[config.mk]
export PLATFORM = sky130hd
export DESIGN_NAME = textbuffer_ctrl
export DESIGN_NICKNAME = d
export VERILOG_FILES = /design/src/rtl/textbuffer_ctrl_pkg.sv /design/src/rtl/textbuffer_ctrl.sv
export SDC_FILE = /design/constraint.sdc
export NUM_CORES = 1
export LEC_CHECK = 0
export ABC_AREA = 1
export BUFFER_PORTS_ARGS = -buffer_cell sky130_fd_sc_hd__buf_2
export CORE_UTILIZATION = 54
export CTS_CLUSTER_DIAMETER = 80
export DETAILED_ROUTE_END_ITERATION = 16
export PLACE_DENSITY = 0.86
export SKIP_LAST_GASP = 1
export SYNTH_ARGS = -nofsm -noshare
export SYNTH_HDL_FRONTEND = slang
export SYNTH_SLANG_ARGS = --single-unit
[constraint.sdc]
create_clock -name clk -period 4.47 [get_ports clk]
set_clock_uncertainty 0.2 [all_clocks]
set_input_delay 0.2235 -clock clk [delete_from_list [all_inputs] [get_ports clk]]
set_output_delay 0.2235 -clock clk [all_outputs]
set_load 0.005 [all_outputs]
[src/rtl/textbuffer_ctrl_pkg.sv]
// Shared definitions for the textbuffer bus controller: command encodings,
// engine state encodings and the plane-select bit helper.
package textbuffer_ctrl_pkg;

  localparam logic CMD_CLEAR  = 1'b0;
  localparam logic CMD_SCROLL = 1'b1;

  localparam logic [2:0] ST_IDLE    = 3'd0;
  localparam logic [2:0] ST_COPY_RD = 3'd1;
  localparam logic [2:0] ST_COPY_WR = 3'd2;
  localparam logic [2:0] ST_FILL    = 3'd3;
  localparam logic [2:0] ST_DONE    = 3'd4;

  // The plane select is the top address bit; the cell index sits below it.
  function automatic int plane_bit(input int aw);
    return aw - 1;
  endfunction

endpackage

[src/rtl/textbuffer_ctrl.sv]
// Arbitrates the textbuffer port between the CPU and a clear/scroll engine.
// Handshake: cpu_cs requests, cpu_ready grants; the access happens on the edge where both are high, and the CPU holds cs/addr/data until then.
module textbuffer_ctrl
  import textbuffer_ctrl_pkg::*;
#(
  parameter int WIDTH  = 20,
  parameter int HEIGHT = 15,
  parameter int AW     = $clog2(WIDTH * HEIGHT) + 1
) (
  input  logic          clk,
  input  logic          reset,
  input  logic          cpu_cs,
  input  logic          cpu_rw,
  input  logic [AW-1:0] cpu_addr,
  input  logic [7:0]    cpu_di,
  output logic          cpu_ready,
  output logic [7:0]    cpu_dout,
  input  logic          cmd_start,
  input  logic          cmd,
  input  logic [7:0]    fill_char,
  input  logic [7:0]    fill_attr,
  output logic          busy,
  output logic          done,
  output logic          tb_cs,
  output logic          tb_rw,
  output logic [AW-1:0] tb_addr,
  output logic [7:0]    tb_di,
  input  logic [7:0]    tb_dout,
  output logic [2:0]    dbg_state
);

  localparam int CW = AW - 1;
  localparam int PB = plane_bit(AW);
  localparam logic [CW-1:0] LAST_CELL  = CW'(WIDTH * HEIGHT - 1);
  localparam logic [CW-1:0] LAST_COPY  = CW'(WIDTH * (HEIGHT - 1) - 1);
  localparam logic [CW-1:0] LAST_ROW0  = CW'(WIDTH * (HEIGHT - 1));
  localparam logic [CW-1:0] ROW_STRIDE = CW'(WIDTH);

  logic [2:0]    r_state;
  logic [CW-1:0] r_cnt;
  logic          r_plane;
  logic          r_scroll;
  logic [7:0]    r_fill_char;
  logic [7:0]    r_fill_attr;
  logic          r_rd_pend;
  logic [7:0]    r_cpu_dout;

  logic          w_idle;
  logic [CW-1:0] w_cell;
  logic [AW-1:0] w_eng_addr;

  assign w_idle    = (r_state == ST_IDLE);
  assign cpu_ready = w_idle && cpu_cs;
  assign cpu_dout  = r_cpu_dout;
  assign busy      = (r_state == ST_COPY_RD) || (r_state == ST_COPY_WR) || (r_state == ST_FILL);
  assign done      = (r_state == ST_DONE);
  assign dbg_state = r_state;

  // Copy reads fetch one row below the destination cell.
  always_comb begin
    w_cell = (r_state == ST_COPY_RD) ? (r_cnt + ROW_STRIDE) : r_cnt;
    w_eng_addr = '0;
    w_eng_addr[CW-1:0] = w_cell;
    w_eng_addr[PB] = r_plane;
  end

  always_comb begin
    tb_cs   = 1'b0;
    tb_rw   = 1'b0;
    tb_addr = '0;
    tb_di   = '0;
    case (r_state)
      ST_IDLE: begin
        tb_cs   = cpu_cs;
        tb_rw   = cpu_rw;
        tb_addr = cpu_addr;
        tb_di   = cpu_di;
      end
      ST_COPY_RD: begin
        tb_cs   = 1'b1;
        tb_addr = w_eng_addr;
      end
      ST_COPY_WR: begin
        tb_cs   = 1'b1;
        tb_rw   = 1'b1;
        tb_addr = w_eng_addr;
        tb_di   = tb_dout;
      end
      ST_FILL: begin
        tb_cs   = 1'b1;
        tb_rw   = 1'b1;
        tb_addr = w_eng_addr;
        tb_di   = r_plane ? r_fill_attr : r_fill_char;
      end
      default: ;
    endcase
  end

  always_ff @(posedge clk) begin
    if (reset) begin
      r_state     <= ST_IDLE;
      r_cnt       <= '0;
      r_plane     <= 1'b0;
      r_scroll    <= 1'b0;
      r_fill_char <= '0;
      r_fill_attr <= '0;
      r_rd_pend   <= 1'b0;
      r_cpu_dout  <= '0;
    end else begin
      // Only CPU reads set the pending flag, so engine reads never reach cpu_dout.
      r_rd_pend <= w_idle && cpu_cs && !cpu_rw;
      if (r_rd_pend) r_cpu_dout <= tb_dout;

      case (r_state)
        ST_IDLE: begin
          if (cmd_start) begin
            r_scroll    <= (cmd == CMD_SCROLL);
            r_fill_char <= fill_char;
            r_fill_attr <= fill_attr;
            r_cnt       <= '0;
            r_plane     <= 1'b0;
            r_state     <= (cmd == CMD_CLEAR) ? ST_FILL : ST_COPY_RD;
          end
        end
        ST_COPY_RD: r_state <= ST_COPY_WR;
        ST_COPY_WR: begin
          if (r_cnt == LAST_COPY) begin
            if (!r_plane) begin
              r_plane <= 1'b1;
              r_cnt   <= '0;
              r_state <= ST_COPY_RD;
            end else begin
              r_plane <= 1'b0;
              r_cnt   <= LAST_ROW0;
              r_state <= ST_FILL;
            end
          end else begin
            r_cnt   <= r_cnt + 1'b1;
            r_state <= ST_COPY_RD;
          end
        end
        ST_FILL: begin
          if (r_cnt == LAST_CELL) begin
            if (!r_plane) begin
              r_plane <= 1'b1;
              r_cnt   <= r_scroll ? LAST_ROW0 : '0;
            end else begin
              r_state <= ST_DONE;
            end
          end else begin
            r_cnt <= r_cnt + 1'b1;
          end
        end
        ST_DONE: r_state <= ST_IDLE;
        default: r_state <= ST_IDLE;
      endcase
    end
  end

endmodule

==> metrics.yaml, run 1 <==
sta:
  hold_violations: 0
  layout_min_cycle_time_ns: 2.438
  tightest_slew_ns: 0.5890
  fmax_ghz: 0.4101
  max_slew_margin_pct: 60.59
  tns_ns: 0
  rsz0062_at_grt: "no"
  min_period_over_period_pct: 54.55
  setup_viol: 0
  slew_violations: 0
pwr:
  powerDensity_nw_per_um2: 361.9
  power_leakage_uw: 0.001474
  power.internal_uw: 722.3
  power_switching_uw: 341.4
  p_clk_share_pct: 33.1
  seqPwrFrac_pct: 38.6
  finalPower_uw: 1064
  combPwrFrac_pct: 28.3
  vdd_drop_max_mv: 0.3366
  switching_share_pct: 32.09
final_layout:
  drive_gt1_share_pct: 23.16
  multi_input_area_sq_um: 1294
  final_cell_mix: "nand2_1, buf_2, dfxtp_1, nor2_1, inv_1"
  area_growth_pct: 26.90
  regArea_sq_um: 780.7
  layout.nets: 500
  fill_cells: 339
  final_cell_area_sq_um: 2939
  insertedDiodeCount: 0
  mostFrequentLayoutCell: "nand2_1"
floorplanning:
  initial_core_util_pct: 57.08
  fp-row-count: 23
  top_level_ports: 82
  die_w_um: 67.49
  dieArea_sq_um: 4555
  core_sq_um: 4058
  fp.dieH_um: 67.49
worst_setup_path:
  cpMaxStageDelayCell: "dfxtp_1"
  arrival_ns: 2.01
  crit_type: "flip-flop to primary output"
  cp_cell_sequence: "nor2_1 > nor2_1 > inv_1 > o21ai_0 > buf_2"
  endpoint_kind: "primary output"
  crit_path_max_incr_delay_ns: 0.57
  path_common_cell: "nor2_1"
  start_kind: "flip-flop"
  required_ns: 4.05
  crit_fanout: 9
clock_tree:
  cts_root_buf: "clkbuf_8"
  path_clk_slew_ns: 0.08
  clock_sinks: 39
  cts_tree: "yes"
  cts_setup_buffers: 0
  numCtsBuffers: 5
  insertion_delay_ns: 0.29
  cts_buffer_depth: 2
  htree_levels: 2
synthesis:
  synth_seq_cells: 39
  synth.yosys.seq_area_share_pct: 33.71
  synth_area_per_cell_sq_um: 6.380
  yosys_warnings: 0
  netlist_area_sq_um: 2316
  syn-num-nets: 415
  netlist_instances: 363
  ys_types: 26
route:
  ant_nets: 0
  dr.pass1.iters: 5
  vias_per_cell: 5.341
  routed_wl_um: 6371
  route.detailed.drc: 0
  drt-initial-drc-count: 248
  wire_per_inst_um: 12.77
  vias: 2665
placed_design:
  gp_congestion: 0.8681
  port_buffers: 81
  post_dp_cell_area_sq_um: 2696
  dp_hpwl_um: 4543
global_routing:
  grt_first_pass_wirelength_um: 9618
  gr-total-overflow: 0
  grt_max_degree: 26
  antenna_found_initial: 0
  grt_pass1_vias: 2189
  grt.total_usage_pct: 27.90
flow_run:
  maxCapViolCount: 0
status:
  status: "completed"
min_path:
  min_path_type: "input pin to flip-flop"
-- power groups by stage --
stage,clock network [uW],logic [uW],registers (uW)
floorplan,0,204,405
global placement,0,284,416
detailed placement,0,289,417
CTS,355,299,410
global route,367,339,414
finish,352,301,410
-- routing by layer --
layer  GRT usage (%)  routed length (um)
met5               0                   0
met2           45.17                2986
met1           37.81                2851
met3           3.716                 463
met4           9.043                  69
-- cells in the mapped netlist --
| cell | count | share of area (%) |
|---|---|---|
| nor3_4 | 1 | 0.70 |
| a21oi_1 | 29 | 6.3 |
| o211ai_1 | 1 | 0.32 |
| dfxtp_1 | 39 | 34 |
| ha_1 | 4 | 2.2 |
| o2111ai_1 | 8 | 3.0 |
| buf_4 | 5 | 1.6 |
| nor2_2 | 5 | 1.4 |
| nor2_4 | 1 | 0.49 |
| nand3_2 | 2 | 0.86 |
| o21ai_1 | 1 | 0.22 |
| clkbuf_1 | 4 | 0.65 |
| inv_2 | 4 | 0.65 |
| xor2_1 | 4 | 1.5 |
| o21ai_0 | 30 | 6.5 |
| nand2_2 | 2 | 0.54 |
| nand2_1 | 110 | 18 |
| nor3_1 | 3 | 0.65 |
| a22o_1 | 1 | 0.38 |
| buf_6 | 2 | 0.97 |
| nor2_1 | 38 | 6.2 |
| buf_2 | 4 | 0.86 |
| nand3_1 | 24 | 5.2 |
| inv_1 | 35 | 5.7 |
| nand4_1 | 4 | 1.1 |
| nand3b_1 | 2 | 0.65 |
-- state kept, by name, summed over array words and instances, names as in the netlist --
signal	cells
cpu_dout	8
dbg_state	3
r_cnt	9
r_fill_attr	8
r_fill_char	8
r_plane	1
r_rd_pend	1
r_scroll	1
-- worst max-delay path: cells and delay by family, from the launching register on --
| family | cells | cell delay, ns |
|---|---|---|
| compound gates | 1 | 0.22 |
| simple gates | 2 | 0.56 |
| flops | 1 | 0.57 |
| buf+inv | 2 | 0.38 |
-- kinds of logic after synthesis --
| kind of cell | after synthesis | synth area share, % |
|---|---|---|
| flops | 39 | 33.71 |
| xor+xnor | 4 | 1.513 |
| compound gates | 70 | 16.69 |
| simple gates | 192 | 35.49 |
| fa+ha+maj | 4 | 2.161 |
| buf+inv | 54 | 10.43 |
-- per-stage QoR --
stage | utilization (%) | setup WS [ns] | hold WS (ns) | cells
3_3_place_gp | 66.45 | 2.380 | 0.2330 | 480
5_1_grt | 72.43 | 1.926 | 0.01192 | 499
2_1_floorplan | - | 2.824 | 0.1028 | 363
3_5_place_dp | 66.45 | 2.285 | 0.2290 | 480
4_1_cts | 72.43 | 2.063 | 0.0007366 | 499
6_report | 72.43 | 2.032 | 0.002627 | 499
-- area by class of cell --
type	count	share of cell area, %
Clock buffer	6	2.469
Inverter	39	4.981
Tap cell	50	2.129
Clock inverter	2	2.043
Multi-Input combinational cell	270	44.02
Timing Repair Buffer	93	17.79
Sequential cell	39	26.56
-- final timing paths --
| kind | slack (ns) | start | depth (start not counted) | endpoint |
|---|---|---|---|---|
| setup / recovery | 2.03 | dbg_state[1]$_SDFFE_PP0P_ | 5 | tb_addr[9] |
| hold / removal | 0.003 | fill_attr[6] | 3 | r_fill_attr[6]$_SDFFE_PP0P_ |
| setup reg to reg | 2.23 | dbg_state[2]$_SDFFE_PP0P_ | 7 | r_fill_attr[7]$_SDFFE_PP0P_ |
| hold reg to reg | 0.26 | r_fill_attr[6]$_SDFFE_PP0P_ | 2 | r_fill_attr[6]$_SDFFE_PP0P_ |
-- timing repair --
| action | CTS | global route |
|---|---|---|
| gates resized for setup | 0 | 0 |
| hold endpoints to repair | 11 | 0 |
| setup endpoints to repair | 0 | 0 |
| hold buffers | 11 | 0 |
No activity file was read; power rests on OpenSTA's default activity.
==> run 2, diff against run 1 <==
Settings changed: CORE_UTILIZATION 54 to 45, PLACE_DENSITY 0.86 to 0.76.
Clock period 4.47 ns to 2.2 ns, I/O delays scaled along.
==> run 2 against run 1 <==
Net effect: global-route usage fell by 1.0 points; count of clock-buffer cells in the layout fell by 1; register-to-register slack got worse by 2.0 ns; via count rose by 1.6%; final cell count rose by 8.0%; die area rose by 19%; core utilization fell by 7.5 points; combinational power rose by 120%; worst setup slack got worse by 1.9 ns; largest cell class unchanged; highest routed layer unchanged.
==> metrics.yaml, run 2 (synthesis gave the netlist of run 1 again) <==
pwr:
  p_clk_share_pct: 24.3  # -8.8 points
  powerDensity_nw_per_um2: 634.4  # +75%
  vdd_drop_max_mv: 0.4736  # +41%
  combPwrFrac_pct: 33.7  # +5.4 points
  seqPwrFrac_pct: 41.9  # +3.3 points
  power_leakage_uw: 0.001548  # +5.0%
  switching_share_pct: 36.03  # +3.9 points
  power.internal_uw: 1277  # +77%
  power_switching_uw: 719.4  # +110%
clock_tree:
  path_clk_slew_ns: 0.09  # about the same
  htree_levels: 2  # unchanged
  cts_buffer_depth: 2  # unchanged
  cts_root_buf: "clkbuf_8"
  numCtsBuffers: 5  # unchanged
  clock_sinks: 39  # unchanged
  insertion_delay_ns: 0.30  # about the same
  cts_tree: "yes"
worst_setup_path:
  crit_path_end: "tb_addr[8]"
  arrival_ns: 1.80  # -0.21 ns
  timing.rr.end: "r_fill_attr[6]$_SDFFE_PP0P_"
  crit_type: "flip-flop to primary output"
  startpoint: "r_cnt[3]$_SDFFE_PP0P_"
  reg2reg_setup_slack_ns: 0.23  # -2.00 ns
  start_kind: "flip-flop"
  endpoint_kind: "primary output"
  reg2reg_from: "dbg_state[2]$_SDFFE_PP0P_"
  crit_fanout: 6  # -3
  required_ns: 1.89  # -2.16 ns
  rr_worst_depth: 6  # -1
placed_design:
  dp.cells: 500  # +4.2%
  pre_cts_ws_ns: 0.3034  # -1.981 ns
  dp_hpwl_um: 4712  # +3.7%
  gp_congestion: 0.9133  # +5.2%
  port_buffers: 81  # unchanged
global_routing:
  grt_max_degree: 26  # unchanged
  antenna_found_initial: 0  # unchanged
  grt_first_pass_wirelength_um: 11150  # +16%
  grt_pass1_vias: 2390  # +9.2%
  grt.total_usage_pct: 26.86  # -1.0 points
  gr-total-overflow: 0  # unchanged
floorplanning:
  fp.dieH_um: 73.74  # +9.3%
  top_level_ports: 82  # unchanged
  fp-row-count: 25  # +8.7%
  core_sq_um: 4848  # +19%
  die_w_um: 73.74  # +9.3%
  dieArea_sq_um: 5438  # +19%
  initial_core_util_pct: 47.77  # -9.3 points
route:
  routed_wl_um: 7015  # +10%
  drt-initial-drc-count: 177  # -29%
  wire_per_inst_um: 13.01  # +1.9%
  ant_nets: 0  # unchanged
  vias: 2707  # +1.6%
  vias_per_cell: 5.022  # -6.0%
  dr.pass1.iters: 4  # -1
  route.detailed.drc: 0  # unchanged
final_layout:
  insertedDiodeCount: 0  # unchanged
  regMostFlops: "r_cnt"
  largest_reg_flops: 9  # unchanged
  mostFrequentLayoutCell: "nand2_1"
  layout.nets: 523  # +4.6%
  drive_gt1_share_pct: 23.31  # +0.14 points
  instances_no_fill: 539  # +8.0%
  final_cell_mix: "nand2_1, buf_2, nor2_1, dfxtp_1, inv_1"
  area_growth_pct: 35.87
flow_run:
  maxCapViolCount: 0  # unchanged
sta:
  fmax_ghz: 0.4729
  layout_min_cycle_time_ns: 2.115
  setup_viol: 0  # unchanged
  slew_violations: 0  # unchanged
  min_period_over_period_pct: 96.12
  tightest_slew_ns: 0.5728  # -0.01622 ns
  hold_violations: 0  # unchanged
  max_slew_margin_pct: 61.77  # +1.2 points
  rsz0062_at_grt: "yes"
  worst_slack_ns: 0.08540  # -1.946 ns
status:
  status: "completed"
min_path:
  min_path_type: "flip-flop to flip-flop"
run 2: worst min-delay path by stage:
stage                                     start                          end  slack [ns]  depth (start not counted)
CTS                 r_fill_char[4]$_SDFFE_PP0P_  r_fill_char[4]$_SDFFE_PP0P_        0.27                          2
detailed placement                       cpu_rw         r_rd_pend$_SDFF_PP0_        0.11                          2
global route        r_fill_char[5]$_SDFFE_PP0P_  r_fill_char[5]$_SDFFE_PP0P_        0.29                          2
finish              r_fill_char[1]$_SDFFE_PP0P_  r_fill_char[1]$_SDFFE_PP0P_        0.27                          2
floorplan                                cpu_rw         r_rd_pend$_SDFF_PP0_       -0.01                          1
global placement                         cpu_rw         r_rd_pend$_SDFF_PP0_        0.11                          2
run 2: critical path, cell delays in order (launching register included):
cell and delay, ns:
dfxtp_1 0.45, ha_1 0.21, inv_1 0.07, a21oi_1 0.20, nand3_1 0.14, nor2_1 0.13, nand2_1 0.06, nand3_1 0.08
nand2_1 0.05, buf_2 0.12
run 2: per-layer routing:
layer | wire (um) | up-vias | share of wire [%] | global-route usage, %
met5 | 0 | - | 0 | 0
met1 | 3157 | 1221 | 45 | 36.33
met4 | 79 | 0 | 1.1 | 8.547
met2 | 3440 | 87 | 49 | 43.12
li1 | - | 1391 | - | -
met3 | 338 | 8 | 4.8 | 4.938
run 2: repair_timing:
item / CTS / global route
endpoints found under the setup margin: 0 / 19
hold endpoints to repair: 27 / 0
hold buffers: 31 / 0
buffers inserted: 0 / 0
gates resized for setup: 0 / 3
run 2: area by class of cell:
| class | instances | area [sq um] |
|---|---|---|
| multi-input cells | 270 | 1299 |
| well taps | 67 | 83.83 |
| fillers | 434 | 1702 |
| inverters | 39 | 146.4 |
| clock inverters | 3 | 20.02 |
| repair buffers | 116 | 745.7 |
| flip-flops and latches | 39 | 783.3 |
| clock buffers | 5 | 68.82 |
run 2: through the flow:
step           area (sq um)  hold WS, ns  power (uW)  TNS (ns)  utilization [%]
5_1_grt                3147       0.2887        2125   -0.1141            64.90
3_5_place_dp           2740       0.1114        1459         0            56.52
2_1_floorplan          2316     -0.01069        1236         0                -
6_report               3147       0.2670        1996         0            64.90
3_3_place_gp           2740       0.1120        1447         0            56.52
4_1_cts                3139       0.2674        1981         0            64.75
run 2: power by group through the flow:
stage	clock (uW)	combinational (uW)	sequential (uW)
2_1_floorplan	0	414	823
3_3_place_gp	0	601	846
3_5_place_dp	0	609	849
4_1_cts	488	661	833
5_1_grt	524	756	846
6_report	486	674	837
==> run 3, diff against run 2 <==
Settings changed: PLACE_DENSITY 0.76 to unset, PLACE_DENSITY_LB_ADDON set to 0.08.
==> run 3 against run 2 <==
Net effect: sequential cell count unchanged; combinational power up 3.7%; sequential power about the same; critical endpoint is now tb_di[7]; largest power group unchanged.
==> metrics.yaml, run 3 (synthesis gave the netlist of run 1 again) <==
pwr:
  power_leakage_uw: 0.001605  # +3.7%
  finalPower_uw: 2249  # +13%
  powerDensity_nw_per_um2: 688.6  # +8.5%
  vdd_drop_max_mv: 0.4423  # -6.6%
global_routing:
  grt_max_degree: 26  # unchanged
  grt_first_pass_wirelength_um: 10950  # -1.8%
  antenna_found_initial: 0  # unchanged
  gr-total-overflow: 0  # unchanged
  grt_pass1_vias: 2425  # +1.5%
  grt.total_usage_pct: 26.35  # -0.51 points
route:
  vias_per_cell: 5.026  # about the same
  routed_wl_um: 7026  # +0.16%
  vias: 2749  # +1.6%
  route.detailed.drc: 0  # unchanged
  wire_per_inst_um: 12.84  # -1.3%
  drt-initial-drc-count: 186  # +5.1%
  dr.pass1.iters: 4  # unchanged
  ant_nets: 0  # unchanged
worst_setup_path:
  cp_cell_sequence: "nand3_2 > nor2_2 > inv_1 > o2111ai_1 > buf_2"
  arrival_ns: 1.80  # about the same
  start_kind: "flip-flop"
  crit_type: "flip-flop to primary output"
  required_ns: 1.89  # about the same
  endpoint_kind: "primary output"
  crit_path_max_incr_delay_ns: 0.48  # +0.03 ns
  crit_family: "flip-flops"
  crit_fanout: 9  # +3
  cpMaxStageDelayCell: "dfxtp_2"
  crit_buf_inv: 2  # unchanged
placed_design:
  gp_congestion: 0.8909  # -2.5%
  dp_hpwl_um: 4917  # +4.4%
  port_buffers: 81  # unchanged
floorplanning:
  fp.dieH_um: 73.74  # unchanged
  dieArea_sq_um: 5438  # unchanged
  top_level_ports: 82  # unchanged
  die_w_um: 73.74  # unchanged
  core_sq_um: 4848  # unchanged
  initial_core_util_pct: 47.77  # unchanged
  fp-row-count: 25  # unchanged
sta:
  tightest_slew_ns: 0.5904  # +0.01763 ns
  tns_ns: 0  # unchanged
  hold_violations: 0  # unchanged
  min_period_over_period_pct: 95.90  # -0.22 points
  rsz0062_at_grt: "yes"
  layout_min_cycle_time_ns: 2.110  # -0.004789 ns
  slew_violations: 0  # unchanged
  fmax_ghz: 0.4740  # +0.23%
  setup_viol: 0  # unchanged
  max_slew_margin_pct: 60.59  # -1.2 points
min_path:
  min_path_type: "input pin to flip-flop"
final_layout:
  layout.nets: 531  # +1.5%
  regMostFlops: "r_cnt"
  multi_input_area_sq_um: 1304  # +0.38%
  fill_cells: 457  # +5.3%
  area_growth_pct: 41.00
  final_cell_mix: "nand2_1, buf_2, nor2_1, dfxtp_1, inv_1"
  largest_reg_flops: 9  # unchanged
  mostFrequentLayoutCell: "nand2_1"
  insertedDiodeCount: 0  # unchanged
  drive_gt1_share_pct: 24.17  # +0.86 points
  regArea_sq_um: 784.5  # +0.16%
clock_tree:
  cts_root_buf: "clkbuf_8"
  path_clk_slew_ns: 0.08  # about the same
  cts_tree: "yes"
  insertion_delay_ns: 0.29  # about the same
  clock_sinks: 39  # unchanged
  numCtsBuffers: 5  # unchanged
  cts_setup_buffers: 0  # unchanged
  htree_levels: 2  # unchanged
  cts_buffer_depth: 2  # unchanged
status:
  status: "completed"
flow_run:
  maxCapViolCount: 0  # unchanged
## run 3: changes by cell type in the layout (fill, tap and decap cells not counted), sizes merged
cell / previous run / this run
clkinvlp: 2 / 0
dlygate4sd3: 31 / 33
buf: 85 / 91
bufinv: 0 / 2
clkinv: 1 / 0
clkbuf: 5 / 6
## run 3: area by class of cell
cell class / count / share of cell area, %
multi-input combinational: 270 / 39.92
sequential: 39 / 24.02
timing repair buffer: 124 / 24.94
inverter: 39 / 4.483
clock buffer: 6 / 2.222
clock inverter: 2 / 1.839
tap: 67 / 2.567
## run 3: worst paths after layout
kind | endpoint | slack [ns] | from | cells after the start
max | tb_di[7] | 0.09 | dbg_state[1]$_SDFFE_PP0P_ | 5
min reg2reg | r_fill_attr[1]$_SDFFE_PP0P_ | 0.26 | r_fill_attr[1]$_SDFFE_PP0P_ | 2
min | r_scroll$_SDFFE_PP0P_ | 0.003 | cmd_start | 3
max reg2reg | r_rd_pend$_SDFF_PP0_ | 0.10 | dbg_state[2]$_SDFFE_PP0P_ | 7
## run 3: per-stage QoR
stage | hold slack [ns] | worst slack, ns | std cells | utilization [%] | instance area [sq um]
global placement | 0.1125 | 0.3164 | 506 | 57.45 | 2785
finish | 0.002971 | 0.09019 | 547 | 67.35 | 3266
floorplan | -0.01069 | 0.5701 | 363 | - | 2316
detailed placement | 0.1123 | 0.2908 | 506 | 57.45 | 2785
CTS | 0.002981 | 0.05317 | 547 | 67.02 | 3249
global route | 0.01291 | -0.03868 | 547 | 67.35 | 3266
## run 3: layer usage
layer	GRT usage [%]	vias up	part of all wire, %
li1	-	1407	-
met1	35.15	1256	46
met2	44.65	78	49
met3	3.292	8	4.7
met4	7.051	0	1.1
met5	0	-	0
## run 3: what timing repair did
action	CTS	global route
endpoints found under the setup margin	1	6
gates cloned	0	0
gates resized for setup	1	5
hold endpoints to repair	26	0
hold buffers	33	0
## run 3: tightest hold or removal path, stage by stage
cell     delay (ns)
buf_2          0.17
nand3_1        0.10
a21oi_1        0.06
## run 3: report_power, final
| part | total (uW) | switching, uW | leakage, uW | internal, uW |
|---|---|---|---|---|
| clock | 715 | 262 | 0.0000654 | 454 |
| sequential | 834 | 61.9 | 0.000321 | 773 |
| combinational | 699 | 392 | 0.00122 | 307 |
| total | 2250 | 715 | 0.00161 | 1530 |
